[src/rtl/fetch_unit.sv]
// Instruction-fetch stage: PC register, combinational imem address, registered {pc, ir} slot to decode.
// Latency: one edge from PC to a valid slot; redirects cost one bubble.
// Backpressure: a full slot with out_ready low holds pc and the slot; redirect overrides the stall.
module fetch_unit #(
    parameter logic [31:0] RESET_PC = 32'h0000_0000,
    parameter int          ADDR_W   = 6
) (
    input  logic              clock,
    input  logic              reset_,
    output logic [ADDR_W-1:0] imem_address,
    input  logic [31:0]       imem_data,
    input  logic              redirect,
    input  logic [31:0]       redirect_pc,
    output logic              out_valid,
    input  logic              out_ready,
    output logic [31:0]       out_ir,
    output logic [31:0]       out_pc,
    output logic              halted,
    output logic              fault
);

    localparam logic [31:0] EBREAK = 32'h0010_0073;

    typedef enum logic [1:0] {
        ST_RUN   = 2'd0,
        ST_HALT  = 2'd1,
        ST_FAULT = 2'd2
    } state_t;

    typedef struct packed {
        logic [31:0] pc;
        logic [31:0] ir;
    } slot_t;

    state_t      state_q, state_d;
    logic [31:0] pc_q, pc_d;
    slot_t       slot_q, slot_d;
    logic        vld_q, vld_d;
    logic        halted_q, fault_q;

    logic slot_free;
    logic xfer;
    logic tgt_misaligned;

    assign slot_free      = !vld_q || out_ready;
    assign xfer           = vld_q && out_ready;
    assign tgt_misaligned = (redirect_pc[1:0] != 2'b00);

    always_comb begin
        state_d = state_q;
        pc_d    = pc_q;
        slot_d  = slot_q;
        vld_d   = vld_q;

        case (state_q)
            ST_RUN: begin
                if (redirect) begin
                    // Flush: an instruction accepted this same edge is already consumed.
                    pc_d    = redirect_pc;
                    vld_d   = 1'b0;
                    state_d = tgt_misaligned ? ST_FAULT : ST_RUN;
                end else if (slot_free) begin
                    slot_d.pc = pc_q;
                    slot_d.ir = imem_data;
                    vld_d     = 1'b1;
                    pc_d      = pc_q + 32'd4;
                    if (imem_data == EBREAK) begin
                        state_d = ST_HALT;
                    end
                end
            end

            ST_HALT: begin
                if (redirect) begin
                    pc_d    = redirect_pc;
                    vld_d   = 1'b0;
                    state_d = tgt_misaligned ? ST_FAULT : ST_RUN;
                end else if (xfer) begin
                    vld_d = 1'b0;
                end
            end

            ST_FAULT: begin
                vld_d = 1'b0;
            end

            default: begin
                state_d = ST_FAULT;
                vld_d   = 1'b0;
            end
        endcase
    end

    always_ff @(posedge clock) begin
        if (!reset_) begin
            state_q  <= ST_RUN;
            pc_q     <= RESET_PC;
            slot_q   <= '0;
            vld_q    <= 1'b0;
            halted_q <= 1'b0;
            fault_q  <= 1'b0;
        end else begin
            state_q  <= state_d;
            pc_q     <= pc_d;
            slot_q   <= slot_d;
            vld_q    <= vld_d;
            halted_q <= (state_d == ST_HALT);
            fault_q  <= (state_d == ST_FAULT);
        end
    end

    // Upper PC bits alias onto the 64-word memory.
    assign imem_address = pc_q[ADDR_W+1:2];
    assign out_valid    = vld_q;
    assign out_ir       = slot_q.ir;
    assign out_pc       = slot_q.pc;
    assign halted       = halted_q;
    assign fault        = fault_q;

endmodule

[config.mk]
export PLATFORM = sky130hd
export DESIGN_NAME = fetch_unit
export DESIGN_NICKNAME = d
export VERILOG_FILES = /design/src/rtl/fetch_unit.sv
export SDC_FILE = /design/constraint.sdc
export NUM_CORES = 1
export LEC_CHECK = 0
export ABC_CLOCK_PERIOD_IN_PS = 5690
export BUFFER_PORTS_ARGS = -buffer_cell sky130_fd_sc_hd__buf_2
export CAP_MARGIN = 0
export CELL_PAD_IN_SITES_DETAIL_PLACEMENT = 2
export CELL_PAD_IN_SITES_GLOBAL_PLACEMENT = 2
export CORE_MARGIN = 10
export CORE_UTILIZATION = 31
export DETAILED_ROUTE_END_ITERATION = 10
export PLACE_DENSITY_LB_ADDON = 0.3
export RECOVER_POWER = 50
export SETUP_SLACK_MARGIN = 0.15
export SYNTH_ARGS = -nofsm -noshare
export SYNTH_HDL_FRONTEND = slang
export SYNTH_SLANG_ARGS = --single-unit
[constraint.sdc]
create_clock -name clock -period 5.69 [get_ports clock]
set_input_delay 0.8535 -clock clock [delete_from_list [all_inputs] [get_ports clock]]
set_output_delay 0.8535 -clock clock [all_outputs]
set_load 0.05 [all_outputs]
==> run summary <==
Number of hold buffers added after cts -> 0
Period utilization -> 0.5697
DR iter-0 viols -> 240
Min Tclk post-route -> 3.242 ns
TritonCTS clock tree -> yes
RSZ-0062 raised after global routing -> false
Final-stage net count -> 761
Routed via count -> 4829
Cts bufs inserted -> 9
Worst-case clock buffer depth -> 2
Port Buf Inserts -> 140
Global placement routability congestion -> 0.8289
Result of the run -> complete, no violations
Register bit total from synthesis -> 101
Floorplan row count -> 44
Worst path top cell family by delay -> buffers and inverters
Starting utilization of the core area -> 0.3158
Post-synthesis instance area -> 0.004572 sq mm
Number of max-cap violations -> 0
Post-synthesis area per instance -> 7.842 sq um
Count of placed standard cells in the final layout, fillers left out -> 882
Antenna viol nets, final -> 0
Fin. Hold Viols -> 0
Clock skew after layout -> 0.008376 ns
Antenna violations before repair -> 1
Routed wirelength normalized by instance count -> 20.82 microns
Peak clock frequency supported by timing -> 0.3085 GHz
Pin count of the biggest net entering global routing -> 62
Worst Setup Start Kind -> input port
Number of DRC violations after detailed routing -> 0
Required time at the endpoint of the critical path -> 5.97 ns
Final count of pins violating max slew -> 0
Worst min-delay path class -> reg2reg
CTS H-tree depth -> 3
GRT Resource Usage Total -> 0.1791
Vias per cell -> 5.475
Number of enable flip-flop cells after synthesis -> 0
Slew of the pin with the lowest slew margin -> 1.135 ns
Portion of synthesized cell area occupied by the leading cell type -> 0.4423
Wire length of the first global-routing pass -> 29010 microns
Buffers & Inverters on Critical Path -> 2
Post-Synth Adder-Cell Area -> 0.002737
Sequential fraction of the synthesis area -> 0.4423
Placed Cells -> 865
Sum Neg Setup Slack -> 0 ns
Final WL -> 18370 microns
Clk pin slew, worst setup/hold paths -> 0.07 ns
Length of the first detailed-routing pass in iterations -> 4
Cells along the critical path -> clkbuf_1 > nor2_1 > nand3_1 > buf_4 > nand2_1 > a21oi_1
Number of gates resized after CTS -> 0
Syn. warnings -> 0
Fraction of synthesized area in multiplexers -> 0.006568
Xor-xnor portion of the synthesized cell area -> 0
Vias in the first global route -> 5255
Core region area -> 0.01448 sq mm
Clock latency of the later-clocked register in the worst-skew pair -> 0.36 ns
Post-synthesis share of cell area spent on and, or, nand and nor gates -> 0.2898
VDD IR-drop max -> 0.0001784 V
Largest fanout on the critical path -> 50
Die area -> 0.02001 sq mm
Most frequent cell after synthesis -> sky130_fd_sc_hd__nand2_1
Headroom to the max-slew limit -> 0.2413
Area Growth Syn to Fin -> 20.42%
Leading cell types by total area after synthesis -> sky130_fd_sc_hd__dfxtp_1, sky130_fd_sc_hd__nand2_1, sky130_fd_sc_hd__a21oi_1
Post-synth cell types -> 59
Cell depth of the worst min-delay path -> 2
Fraction of registers with async set or reset after synthesis -> 0
Clk root buf -> sky130_fd_sc_hd__clkbuf_16
X dimension of the die -> 141.4 microns
Crit-path max cell delay -> 0.83 ns
Setup crit end kind -> flip-flop
Mapped Cells -> 583
HP Start -> out_pc[10]$_SDFFE_PN0P_
Net Count, Synth -> 652
Startpoint of the worst register-to-register path -> pc_q[2]$_SDFFE_PN0P_
Critical path arrival -> 3.52 ns
Post-synth top cells -> sky130_fd_sc_hd__nand2_1, sky130_fd_sc_hd__dfxtp_1, sky130_fd_sc_hd__a21oi_1
Number of setup buffers added after CTS -> 0
Fraction of the mapped netlist area in compound gates -> 0.1981
Library cell occupying the most area in the post-synthesis netlist -> sky130_fd_sc_hd__dfxtp_1
Height of the chip -> 141.4 microns
Critical-path cell with the highest stage delay -> sky130_fd_sc_hd__nand3_1
Reg2reg path depth -> 6
Grt ovf -> 0
Hold Crit Endpoint -> out_pc[10]$_SDFFE_PN0P_
Setup CP Type -> in2reg
Total power divided by cell area -> 315.9 mW/mm^2
DPL Wire Length -> 13340 microns
Share of cells above drive strength 1 -> 0.1435
Main combinational cell family by area after synthesis -> simple AND/OR/NAND/NOR gates
I/O pins -> 141
RR Endpoint -> pc_q[28]$_SDFFE_PN0P_
Leakage -> 1.930 nW
Primary FF master, synth -> sky130_fd_sc_hd__dfxtp_1
Setup violators final -> 0
TritonCTS sink count -> 101
Register-to-register setup slack -> 2.91 ns
-- cell type report --
cell class	count	area, sq um
fill	1726	8974
multi-input combinational	429	2275
sequential	101	2022
timing repair buffer	144	636.9
clock buffer	13	270.3
tap	184	230.2
clock inverter	3	42.54
inverter	7	26.28
antenna	1	2.502
-- tightest hold or removal path, cell delays in order (launching register included) --
cell and delay, ns:
sky130_fd_sc_hd__dfxtp_1 0.31, sky130_fd_sc_hd__nand2_1 0.05, sky130_fd_sc_hd__a21oi_1 0.05
-- per-stage QoR --
step	total power, mW	hold slack, ns	cell area (sq um)	setup WS (ns)	util
3_5_place_dp	1.101	0.4486	5289	2.787	0.3653
2_1_floorplan	1.001	0.4322	4572	3.441	-
5_1_grt	1.814	0.4744	5505	2.168	0.3802
6_report	1.739	0.4601	5505	2.448	0.3802
4_1_cts	1.765	0.4583	5602	3.000	0.3869
3_3_place_gp	1.087	0.4389	5289	2.957	0.3653
-- layer usage --
layer  GRT usage  vias to the layer above  wire length (microns)
li1            -                     2285                      -
met1      0.2098                     2408                   8129
met2      0.3114                      114                   9020
met3     0.05174                       22                    964
met4     0.04841                        0                    251
met5           0                        -                      0
-- worst max path at each step --
stage | startpoint | slack [ns] | end | cells after the start
final | redirect | 2.45 | out_ir[22]$_SDFFE_PN0P_ | 6
after global routing | redirect | 2.17 | out_ir[22]$_SDFFE_PN0P_ | 6
after CTS | pc_q[2]$_SDFFE_PN0P_ | 3.00 | pc_q[28]$_SDFFE_PN0P_ | 6
after detailed placement | redirect | 2.79 | out_ir[22]$_SDFFE_PN0P_ | 6
after global placement | redirect | 2.96 | out_pc[31]$_SDFFE_PN0P_ | 6
after floorplan | out_ready | 3.44 | pc_q[13]$_SDFFE_PN0P_ | 6
-- report_power, final --
part,switching [mW],internal (mW)
logic,0.215,0.0692
clock network,0.286,0.377
registers,0.0464,0.746
total,0.547,1.19
-- logic make-up after synthesis --
logic type                 after synthesis
AOI/OAI and AO/OA                      152
muxes                                    3
and+or+nand+nor                        273
DFF                                    101
adders and majority gates                1
buffers and inverters                   53
-- state kept, by name, indices dropped and copies added, names as in the netlist --
signal / flops
fault: 1
halted: 1
out_ir: 32
out_pc: 32
out_valid: 1
pc_q: 32
state_q: 2
-- layout by cell type, fill, tap and decap left out, drive strengths merged, types with 3 or more instances in the layout --
cell type	instances
nand2	156
dfxtp	101
a21oi	94
clkbuf	88
buf	69
nand3	29
nor2	23
nor4	13
nand4	12
o21ai	11
o211ai	10
and3	9
a31oi	6
inv	6
or4	6
nor3	6
a32oi	5
a22oi	5
nor4b	4
or3	4
mux2i	3
a21o	3
o311ai	3
Note: power is estimated with default switching activity, not from simulation.
